### config.mk
export PLATFORM = sky130hd
export DESIGN_NAME = matrix_uart_printer_flat
export DESIGN_NICKNAME = d
export VERILOG_FILES = /design/src/rtl/matrix_uart_printer_pkg.sv /design/src/rtl/matrix_uart_printer_if.sv /design/src/rtl/matrix_uart_printer_bcd.sv /design/src/rtl/matrix_uart_printer.sv /design/src/flat_wrapper.sv
export SDC_FILE = /design/constraint.sdc
export NUM_CORES = 1
export LEC_CHECK = 0
export CAP_MARGIN = 20
export CORE_ASPECT_RATIO = 0.8
export CORE_MARGIN = 1.5
export CORE_UTILIZATION = 58
export CTS_BUF_LIST = sky130_fd_sc_hd__clkbuf_4 sky130_fd_sc_hd__clkbuf_8 sky130_fd_sc_hd__clkbuf_16
export DETAILED_ROUTE_END_ITERATION = 8
export PLACE_DENSITY = 0.87
export SLEW_MARGIN = 20
export SYNTH_ARGS = -nofsm -noshare
export SYNTH_HDL_FRONTEND = slang
export SYNTH_HIERARCHICAL = 1
export SYNTH_SLANG_ARGS = --single-unit
### constraint.sdc
create_clock -name clk -period 11.08 [get_ports clk]
set_input_delay 1.108 -clock clk [delete_from_list [all_inputs] [get_ports clk]]
set_output_delay 1.108 -clock clk [all_outputs]
set_load 0.05 [all_outputs]
### src/rtl/matrix_uart_printer_pkg.sv
// Shared constants, state encoding and sizing helper for the matrix printer.
package matrix_print_pkg;

    localparam logic [7:0] SPACE = 8'h20;
    localparam logic [7:0] CR    = 8'h0D;
    localparam logic [7:0] LF    = 8'h0A;
    localparam logic [7:0] MINUS = 8'h2D;
    localparam logic [7:0] ZERO  = 8'h30;

    typedef enum logic [2:0] {
        IDLE, CHECK, CONV, EMIT_FIELD, EMIT_SEP, EMIT_CR, EMIT_LF, DONE
    } state_t;

    // Decimal digit count of the largest unsigned w-bit value.
    function automatic int calc_digits(input int w);
        longint v;
        int     d;
        v = (longint'(1) << w) - 1;
        d = 1;
        v = v / 10;
        while (v != 0) begin
            d = d + 1;
            v = v / 10;
        end
        return d;
    endfunction

endpackage

### src/rtl/matrix_uart_printer_if.sv
// Byte stream towards the UART transmitter (valid/ready).
interface matrix_uart_printer_if;
    logic [7:0] dout;
    logic       dout_valid;
    logic       dout_ready;

    modport master (output dout, output dout_valid, input dout_ready);
    modport slave  (input dout, input dout_valid, output dout_ready);
endinterface

### src/rtl/matrix_uart_printer_bcd.sv
// Iterative double-dabble: one shift per cycle, ELEM_W cycles per conversion.
module bin_to_bcd_seq
    import matrix_print_pkg::*;
#(
    parameter int ELEM_W = 8,
    parameter int DIGITS = 3
) (
    input  logic                  clk,
    input  logic                  rst,
    input  logic                  i_start,
    input  logic [ELEM_W-1:0]     i_bin,
    output logic                  o_done,
    output logic [DIGITS*4-1:0]   o_bcd
);
    localparam int CNTW = $clog2(ELEM_W + 1);

    logic [ELEM_W-1:0]   r_bin;
    logic [DIGITS*4-1:0] r_bcd;
    logic [CNTW-1:0]     r_cnt;
    logic                r_done;
    logic [DIGITS*4-1:0] w_adj;

    // Add 3 to every digit >= 5 before the next shift.
    always_comb begin
        w_adj = r_bcd;
        for (int i = 0; i < DIGITS; i++) begin
            if (r_bcd[i*4 +: 4] >= 4'd5)
                w_adj[i*4 +: 4] = r_bcd[i*4 +: 4] + 4'd3;
        end
    end

    // Load on start, then shift until the counter drains; done pulses with the last shift.
    always_ff @(posedge clk or posedge rst) begin
        if (rst) begin
            r_bin  <= '0;
            r_bcd  <= '0;
            r_cnt  <= '0;
            r_done <= 1'b0;
        end else if (i_start) begin
            r_bin  <= i_bin;
            r_bcd  <= '0;
            r_cnt  <= CNTW'(ELEM_W);
            r_done <= 1'b0;
        end else if (r_cnt != '0) begin
            {r_bcd, r_bin} <= {w_adj[DIGITS*4-2:0], r_bin, 1'b0};
            r_cnt          <= r_cnt - CNTW'(1);
            r_done         <= (r_cnt == CNTW'(1));
        end else begin
            r_done <= 1'b0;
        end
    end

    assign o_done = r_done;
    assign o_bcd  = r_bcd;

endmodule

### src/rtl/matrix_uart_printer.sv
// Streams a snapshot matrix as right-aligned decimal text rows over a byte handshake.
module matrix_uart_printer
    import matrix_print_pkg::*;
#(
    parameter int MAX_ROWS = 5,
    parameter int MAX_COLS = 5,
    parameter int ELEM_W   = 8
) (
    input  logic                                  clk,
    input  logic                                  rst,
    input  logic [MAX_ROWS*MAX_COLS*ELEM_W-1:0]   data_in,
    input  logic [$clog2(MAX_ROWS+1)-1:0]         rows,
    input  logic [$clog2(MAX_COLS+1)-1:0]         cols,
    input  logic                                  signed_mode,
    input  logic                                  start,
    output logic                                  busy,
    output logic                                  done,
    output logic                                  err,
    matrix_uart_printer_if.master                 uart
);
    localparam int NELEM  = MAX_ROWS * MAX_COLS;
    localparam int RW     = $clog2(MAX_ROWS + 1);
    localparam int CW     = $clog2(MAX_COLS + 1);
    localparam int KW     = (NELEM > 1) ? $clog2(NELEM) : 1;
    localparam int DIGITS = calc_digits(ELEM_W);
    localparam int JW     = 3;

    state_t                          r_state, w_nstate;
    logic [NELEM-1:0][ELEM_W-1:0]    r_data;
    logic [RW-1:0]                   r_rows, r_row, w_nrow;
    logic [CW-1:0]                   r_cols, r_col, w_ncol;
    logic [KW-1:0]                   r_k, w_nk, w_conv_idx;
    logic [JW-1:0]                   r_j, w_nj, w_fw_last;
    logic                            r_sgn, r_neg;
    logic [7:0]                      r_dout, w_ndout;
    logic                            r_valid, w_nvalid;
    logic                            r_busy, r_done, r_err, w_ndone, w_nerr;
    logic                            w_conv_start, w_cv_done, w_accept, w_neg_el;
    logic [ELEM_W-1:0]               w_elem, w_mag;
    logic [DIGITS*4-1:0]             w_bcd;

    // Byte j of a field: spaces, optional '-' just left of the top significant digit, digits.
    function automatic logic [7:0] field_byte(input logic [JW-1:0] j, input logic sgn,
                                              input logic neg, input logic [DIGITS*4-1:0] bcd);
        int nd, fw, p;
        nd = 1;
        for (int i = 1; i < DIGITS; i++)
            if (bcd[i*4 +: 4] != 4'd0) nd = i + 1;
        fw = sgn ? DIGITS + 1 : DIGITS;
        p  = fw - 1 - int'(j);
        if (p < nd)               return ZERO + {4'd0, bcd[p*4 +: 4]};
        else if (neg && p == nd)  return MINUS;
        else                      return SPACE;
    endfunction

    assign w_accept  = r_valid & uart.dout_ready;
    assign w_fw_last = r_sgn ? JW'(DIGITS) : JW'(DIGITS - 1);
    assign w_elem    = r_data[w_conv_idx];
    assign w_neg_el  = r_sgn & w_elem[ELEM_W-1];
    assign w_mag     = w_neg_el ? (~w_elem + ELEM_W'(1)) : w_elem;

    bin_to_bcd_seq #(.ELEM_W(ELEM_W), .DIGITS(DIGITS)) u_bcd (
        .clk     (clk),
        .rst     (rst),
        .i_start (w_conv_start),
        .i_bin   (w_mag),
        .o_done  (w_cv_done),
        .o_bcd   (w_bcd)
    );

    // Next state, counters and next output byte; bytes only move on acceptance.
    always_comb begin
        w_nstate     = r_state;
        w_ndout      = r_dout;
        w_nvalid     = r_valid;
        w_nrow       = r_row;
        w_ncol       = r_col;
        w_nk         = r_k;
        w_nj         = r_j;
        w_conv_start = 1'b0;
        w_conv_idx   = r_k + KW'(1);
        w_ndone      = 1'b0;
        w_nerr       = 1'b0;
        case (r_state)
            IDLE: begin
                w_nvalid = 1'b0;
                if (start) w_nstate = CHECK;
            end
            CHECK: begin
                if (r_rows == '0 || r_cols == '0 ||
                    int'(r_rows) > MAX_ROWS || int'(r_cols) > MAX_COLS) begin
                    w_nerr   = 1'b1;
                    w_nstate = IDLE;
                end else begin
                    w_nk         = '0;
                    w_nrow       = '0;
                    w_ncol       = '0;
                    w_conv_idx   = '0;
                    w_conv_start = 1'b1;
                    w_nstate     = CONV;
                end
            end
            CONV: begin
                if (w_cv_done) begin
                    w_nj     = '0;
                    w_ndout  = field_byte('0, r_sgn, r_neg, w_bcd);
                    w_nvalid = 1'b1;
                    w_nstate = EMIT_FIELD;
                end
            end
            EMIT_FIELD: begin
                if (w_accept) begin
                    if (r_j == w_fw_last) begin
                        if (r_col != r_cols - CW'(1)) begin
                            w_ndout  = SPACE;
                            w_nstate = EMIT_SEP;
                        end else begin
                            w_ndout  = CR;
                            w_nstate = EMIT_CR;
                        end
                    end else begin
                        w_nj    = r_j + JW'(1);
                        w_ndout = field_byte(r_j + JW'(1), r_sgn, r_neg, w_bcd);
                    end
                end
            end
            EMIT_SEP: begin
                if (w_accept) begin
                    w_nvalid     = 1'b0;
                    w_conv_start = 1'b1;
                    w_nk         = r_k + KW'(1);
                    w_ncol       = r_col + CW'(1);
                    w_nstate     = CONV;
                end
            end
            EMIT_CR: begin
                if (w_accept) begin
                    w_ndout  = LF;
                    w_nstate = EMIT_LF;
                end
            end
            EMIT_LF: begin
                if (w_accept) begin
                    w_nvalid = 1'b0;
                    if (r_row == r_rows - RW'(1)) begin
                        w_ndone  = 1'b1;
                        w_nstate = DONE;
                    end else begin
                        w_conv_start = 1'b1;
                        w_nk         = r_k + KW'(1);
                        w_ncol       = '0;
                        w_nrow       = r_row + RW'(1);
                        w_nstate     = CONV;
                    end
                end
            end
            DONE:    w_nstate = IDLE;
            default: w_nstate = IDLE;
        endcase
    end

    // State, counters, registered outputs, and the input snapshot taken on an accepted start.
    always_ff @(posedge clk or posedge rst) begin
        if (rst) begin
            r_state <= IDLE;
            r_data  <= '0;
            r_rows  <= '0;
            r_cols  <= '0;
            r_sgn   <= 1'b0;
            r_neg   <= 1'b0;
            r_row   <= '0;
            r_col   <= '0;
            r_k     <= '0;
            r_j     <= '0;
            r_dout  <= '0;
            r_valid <= 1'b0;
            r_busy  <= 1'b0;
            r_done  <= 1'b0;
            r_err   <= 1'b0;
        end else begin
            if (r_state == IDLE && start) begin
                r_data <= data_in;
                r_rows <= rows;
                r_cols <= cols;
                r_sgn  <= signed_mode;
            end
            if (w_conv_start) r_neg <= w_neg_el;
            r_state <= w_nstate;
            r_row   <= w_nrow;
            r_col   <= w_ncol;
            r_k     <= w_nk;
            r_j     <= w_nj;
            r_dout  <= w_ndout;
            r_valid <= w_nvalid;
            r_busy  <= (w_nstate != IDLE);
            r_done  <= w_ndone;
            r_err   <= w_nerr;
        end
    end

    assign uart.dout       = r_dout;
    assign uart.dout_valid = r_valid;
    assign busy            = r_busy;
    assign done            = r_done;
    assign err             = r_err;

endmodule
### src/flat_wrapper.sv
// flat-port wrapper written by rule: the top's interface ports become plain ports
module matrix_uart_printer_flat import matrix_print_pkg::*;
#(
    parameter int MAX_ROWS = 5,
    parameter int MAX_COLS = 5,
    parameter int ELEM_W   = 8
)
  (clk, rst, data_in, rows, cols, signed_mode, start, busy, done, err, uart_dout, uart_dout_valid, uart_dout_ready);
  matrix_uart_printer_if uart_i ();
  input  logic clk;
  input  logic rst;
  input  logic [MAX_ROWS*MAX_COLS*ELEM_W-1:0] data_in;
  input  logic [$clog2(MAX_ROWS+1)-1:0] rows;
  input  logic [$clog2(MAX_COLS+1)-1:0] cols;
  input  logic signed_mode;
  input  logic start;
  output logic busy;
  output logic done;
  output logic err;
  output wire logic [$bits(uart_i.dout)-1:0] uart_dout;
  output wire logic [$bits(uart_i.dout_valid)-1:0] uart_dout_valid;
  input wire logic [$bits(uart_i.dout_ready)-1:0] uart_dout_ready;
  assign uart_dout = uart_i.dout;
  assign uart_dout_valid = uart_i.dout_valid;
  assign uart_i.dout_ready = uart_dout_ready;
  matrix_uart_printer #(.MAX_ROWS(MAX_ROWS), .MAX_COLS(MAX_COLS), .ELEM_W(ELEM_W)) u_core (.clk(clk), .rst(rst), .data_in(data_in), .rows(rows), .cols(cols), .signed_mode(signed_mode), .start(start), .busy(busy), .done(done), .err(err), .uart(uart_i));
endmodule
==> summary by stage <==
Clocking
The clock transition at the register clock pins on the worst setup and hold paths after CTS is 0.06 ns. The root buffer cell chosen for the clock tree is clkbuf_16. The maximum clock path buffer count is 3.

The number of setup buffers added after CTS is 0. CTS saw 260 sinks. Clock latency on the worst-skew pair, taken at its later pin, is 0.53 ns. Gates resized during post-CTS repair numbered 0. The CTS tree is done. Clock tree synthesis inserted a total of 26 buffers. The H-tree depth is 1.

After clock tree synthesis, the flow added hold-fix buffers numbering 0.

Worst setup path
The required time at the endpoint of the critical path is 11.53 ns. The worst-path maximum fanout is 43. At the worst endpoint, the arrival time is 4.95 ns. The class of the most critical setup path is reg -> reg. The startpoint type of the worst setup path is a flop.

STA classifies the critical path endpoint as a flop.

Logic synthesis
The top cell type by total area after synthesis is dfrtp_1. For this run, the number of Yosys warnings is 6. The count of flip-flops with a built-in enable after synthesis is 0.

The synthesized design contains 260 register bits. The most used flip-flop cell after synthesis is dfrtp_1. The area share of the largest cell type after synthesis is 0.492.

The post-synthesis cell count is 1,129. The post-synthesis instance area is 13,200 µm². The number of different library cells used by synthesis comes to 75. Of the synthesized area, sequential elements account for 0.492. The fraction of synthesis flops using an asynchronous set or reset pin is 1.00. The mean area per synthesized cell is 11.7 µm². In the post-synthesis netlist, the biggest area contributors are dfrtp_1 (49%), mux2_2 (18%), mux4_2 (3.2%).

Timing
For the finished layout, the period the worst path requires is 4.50 ns. The portion of the clock cycle consumed by the worst path in the final layout is 0.406. The transition at the pin with the smallest max-transition slack is 1.12 ns. The number of pins exceeding their max-slew limit in the final report is 0.

The number of setup violations in the final report is 0. The hold violation total from the final report is 0. The hold slack is 0.489 ns.

Adding up every negative setup slack in the final design gives 0 ns. For this run, the top clock speed supported by timing is 222 MHz. Setup repair after global routing left no endpoint under its margin.

The post-route clock skew is 0.0114 ns. The worst pin sits at a relative slew slack of 0.246.

Outcome
The flow ran to the end, and the final reports show no timing, DRC or antenna violations.

Power
The largest vdd supply drop is 0.157 mV. The power per cell area is 263 nW/µm². The total leakage power is 6.74 nW.

Final layout
Leaving out fill and tap cells, the most frequent cells in the layout are dfrtp_1 (259), clkdlybuf4s50_1 (220), mux2_2 (214), nand2_1 (71), o21ai_0 (65). Summing all multi-input logic gate instances after layout gives 6290 µm². The area added between synthesis and finish is 24.9%. The net count of the finished layout is 1,555.

The number of non-filler instances in the completed layout is 1,646. The sequential standard cell area is 6510 µm². For this run, the share of the core covered by cells in the final layout is 0.737. Counting the fill cells in the layout gives 1,524.

The share of layout cells above drive strength 1 is 0.235. The library cell used most frequently in the layout, excluding fill and tap cells, is dfrtp_1.

Placed design
Routability-driven placement finished with a final weighted congestion of 0.901. The sum of net half-perimeters after detailed placement is 24,700 µm. The number of input and output port buffers inserted is 220. Once placement completed, the tool counted placed cells totaling 1,596.

Global route
The via count of the first global-routing pass is 9,882. The first global-routing pass estimated 55,000 µm of wire. The initial antenna violation count is 1. The total routing resource utilization after global routing is 0.299.

Entering global routing, the biggest net connects 169 pins. For this run the aggregate overflow at the end of global routing stands at 0.

Worst hold path
The tightest min-delay check is of the reg -> reg type.

Floorplan
The height of the die is 138 µm. After floorplanning, the core was divided into 49 placement rows. The floorplan step defined a die boundary enclosing 23,700 µm².

The number of ports placed on the die boundary is 223. The total area inside the core boundary comes to 22,400 µm². The initial utilization of the core area, before any placement, comes to 0.590.

The horizontal die dimension is 172 µm.

Route
The overall via count from detail_route is 9,927. The remaining number of nets flagged by the antenna check after routing is 0. Wires add up to 34,900 µm. The number of detailed-routing iterations run before antenna repair is 6. The residual DRC count is 0. In the final routed layout, each cell accounts on average for 21.2 µm.

The detailed router finished its first iteration with 1,023 violations. The detail-routed via count per cell is 6.03.

Flow run
Max-cap violations in this run came to 0.
## layer usage
metal  vias up  routed length, µm  part of all wire  global-route usage
met5         -                  0                 0                   0
met3        79               3300             0.095              0.0741
li1       4499                  -                 -                   -
met4         0               1080             0.031              0.0938
met1      4836              15100              0.43               0.434
met2       513              15400              0.44               0.443
## cell usage after synthesis (3+ instances only)
library cell  instances
dfrtp_1             260
a221o_1               5
a21oi_1              44
o2111ai_1            10
clkbuf_1             42
a311oi_1              5
a22oi_1               7
nor3b_1               3
buf_2                20
nand2b_1              9
o211ai_1              7
xor2_1                9
or3_1                14
nor3_1               12
a31oi_1              11
nand2_1              71
and2_1                3
mux2_2              214
a211o_1               4
o221ai_1              3
buf_4                 6
a22o_1                5
nor2_1               60
or4_1                 3
inv_1                35
o21a_1                7
mux2i_1              28
o21ai_0              65
a222oi_1              3
nand4_1               4
nand4b_1              4
mux4_2               19
nor4_1                5
a211oi_1              5
ha_1                 25
o2bb2ai_1             3
nand3_1              19
nor2b_1              22
xnor2_1              12
## worst max-delay path: stages (launching register included)
cell       delay (ns)
dfrtp_4          0.67
ha_2             1.09
inv_1            0.61
nor2_1           0.22
a21oi_1          0.06
a31o_2           0.28
a2111oi_0        0.56
nor3_1           0.17
nor3b_2          0.22
a31oi_1          0.23
xor2_1           0.16
nand2_1          0.06
o21ai_0          0.07
## state kept, by name, indices dropped and copies added (netlist names), 3 cells and up
name / flops
u_core/r_data: 200
u_core/u_bcd/o_bcd: 12
u_core/u_bcd/r_bin: 8
u_core/uart.dout: 6
u_core/r_k: 5
u_core/u_bcd/r_cnt: 4
u_core/r_col: 3
u_core/r_cols: 3
u_core/r_j: 3
u_core/r_row: 3
u_core/r_rows: 3
u_core/r_state: 3
## per-stage QoR
step / power [mW] / instance area, µm² / setup slack [ns]
detailed placement: 3.41 / 15600 / 6.70
finish: 4.34 / 16500 / 6.58
floorplan: 2.91 / 13200 / 3.53
global placement: 3.34 / 15600 / 6.79
global route: 4.59 / 16500 / 6.42
CTS: 4.33 / 16500 / 6.64
## logic make-up (layout without fill, tap and decap cells)
family	Yosys count	after routing	synth area share
multiplexers	262	262	0.238
flip-flops	260	260	0.492
AND/OR/NAND/NOR	239	239	0.0878
AO/OA/AOI/OAI	214	214	0.109
buffers and inverters	107	316	0.0359
adder cells (fa/ha/maj)	25	25	0.0236
XOR/XNOR	21	21	0.0139
other	1	3	0.000283
## cell type report
class | count | area share
flip-flops and latches | 260 | 0.394
multi-input cells | 763 | 0.380
repair buffers | 233 | 0.141
clock buffers | 42 | 0.0496
well taps | 306 | 0.0232
inverters | 35 | 0.00840
clock inverters | 6 | 0.00333
diodes | 1 | 0.000151
## where the power goes
part | internal, mW | switching [mW]
Sequential | 1.40 | 0.308
Combinational | 0.887 | 0.859
Clock | 0.528 | 0.360
Total | 2.82 | 1.53
## path summary, 6_finish.rpt
check,startpoint,to,slack [ns],cells after the start
hold reg to reg,u_core/uart.dout[3]$_DFFE_PP0P_,u_core/uart.dout[3]$_DFFE_PP0P_,0.49,1
setup reg to reg,u_core/r_k[0]$_DFFE_PP0P_,u_core/u_bcd/r_bin[6]$_DFFE_PP0P_,6.58,12
setup / recovery,u_core/r_k[0]$_DFFE_PP0P_,u_core/u_bcd/r_bin[6]$_DFFE_PP0P_,6.58,12
max in group asynchronous,rst,u_core/r_data[56]$_DFFE_PP0P_,7.90,4
min in group asynchronous,rst,u_core/u_bcd/o_bcd[7]$_DFFE_PP0P_,0.99,2
hold / removal,u_core/uart.dout[3]$_DFFE_PP0P_,u_core/uart.dout[3]$_DFFE_PP0P_,0.49,1
Note: power is estimated with default switching activity, not from simulation.
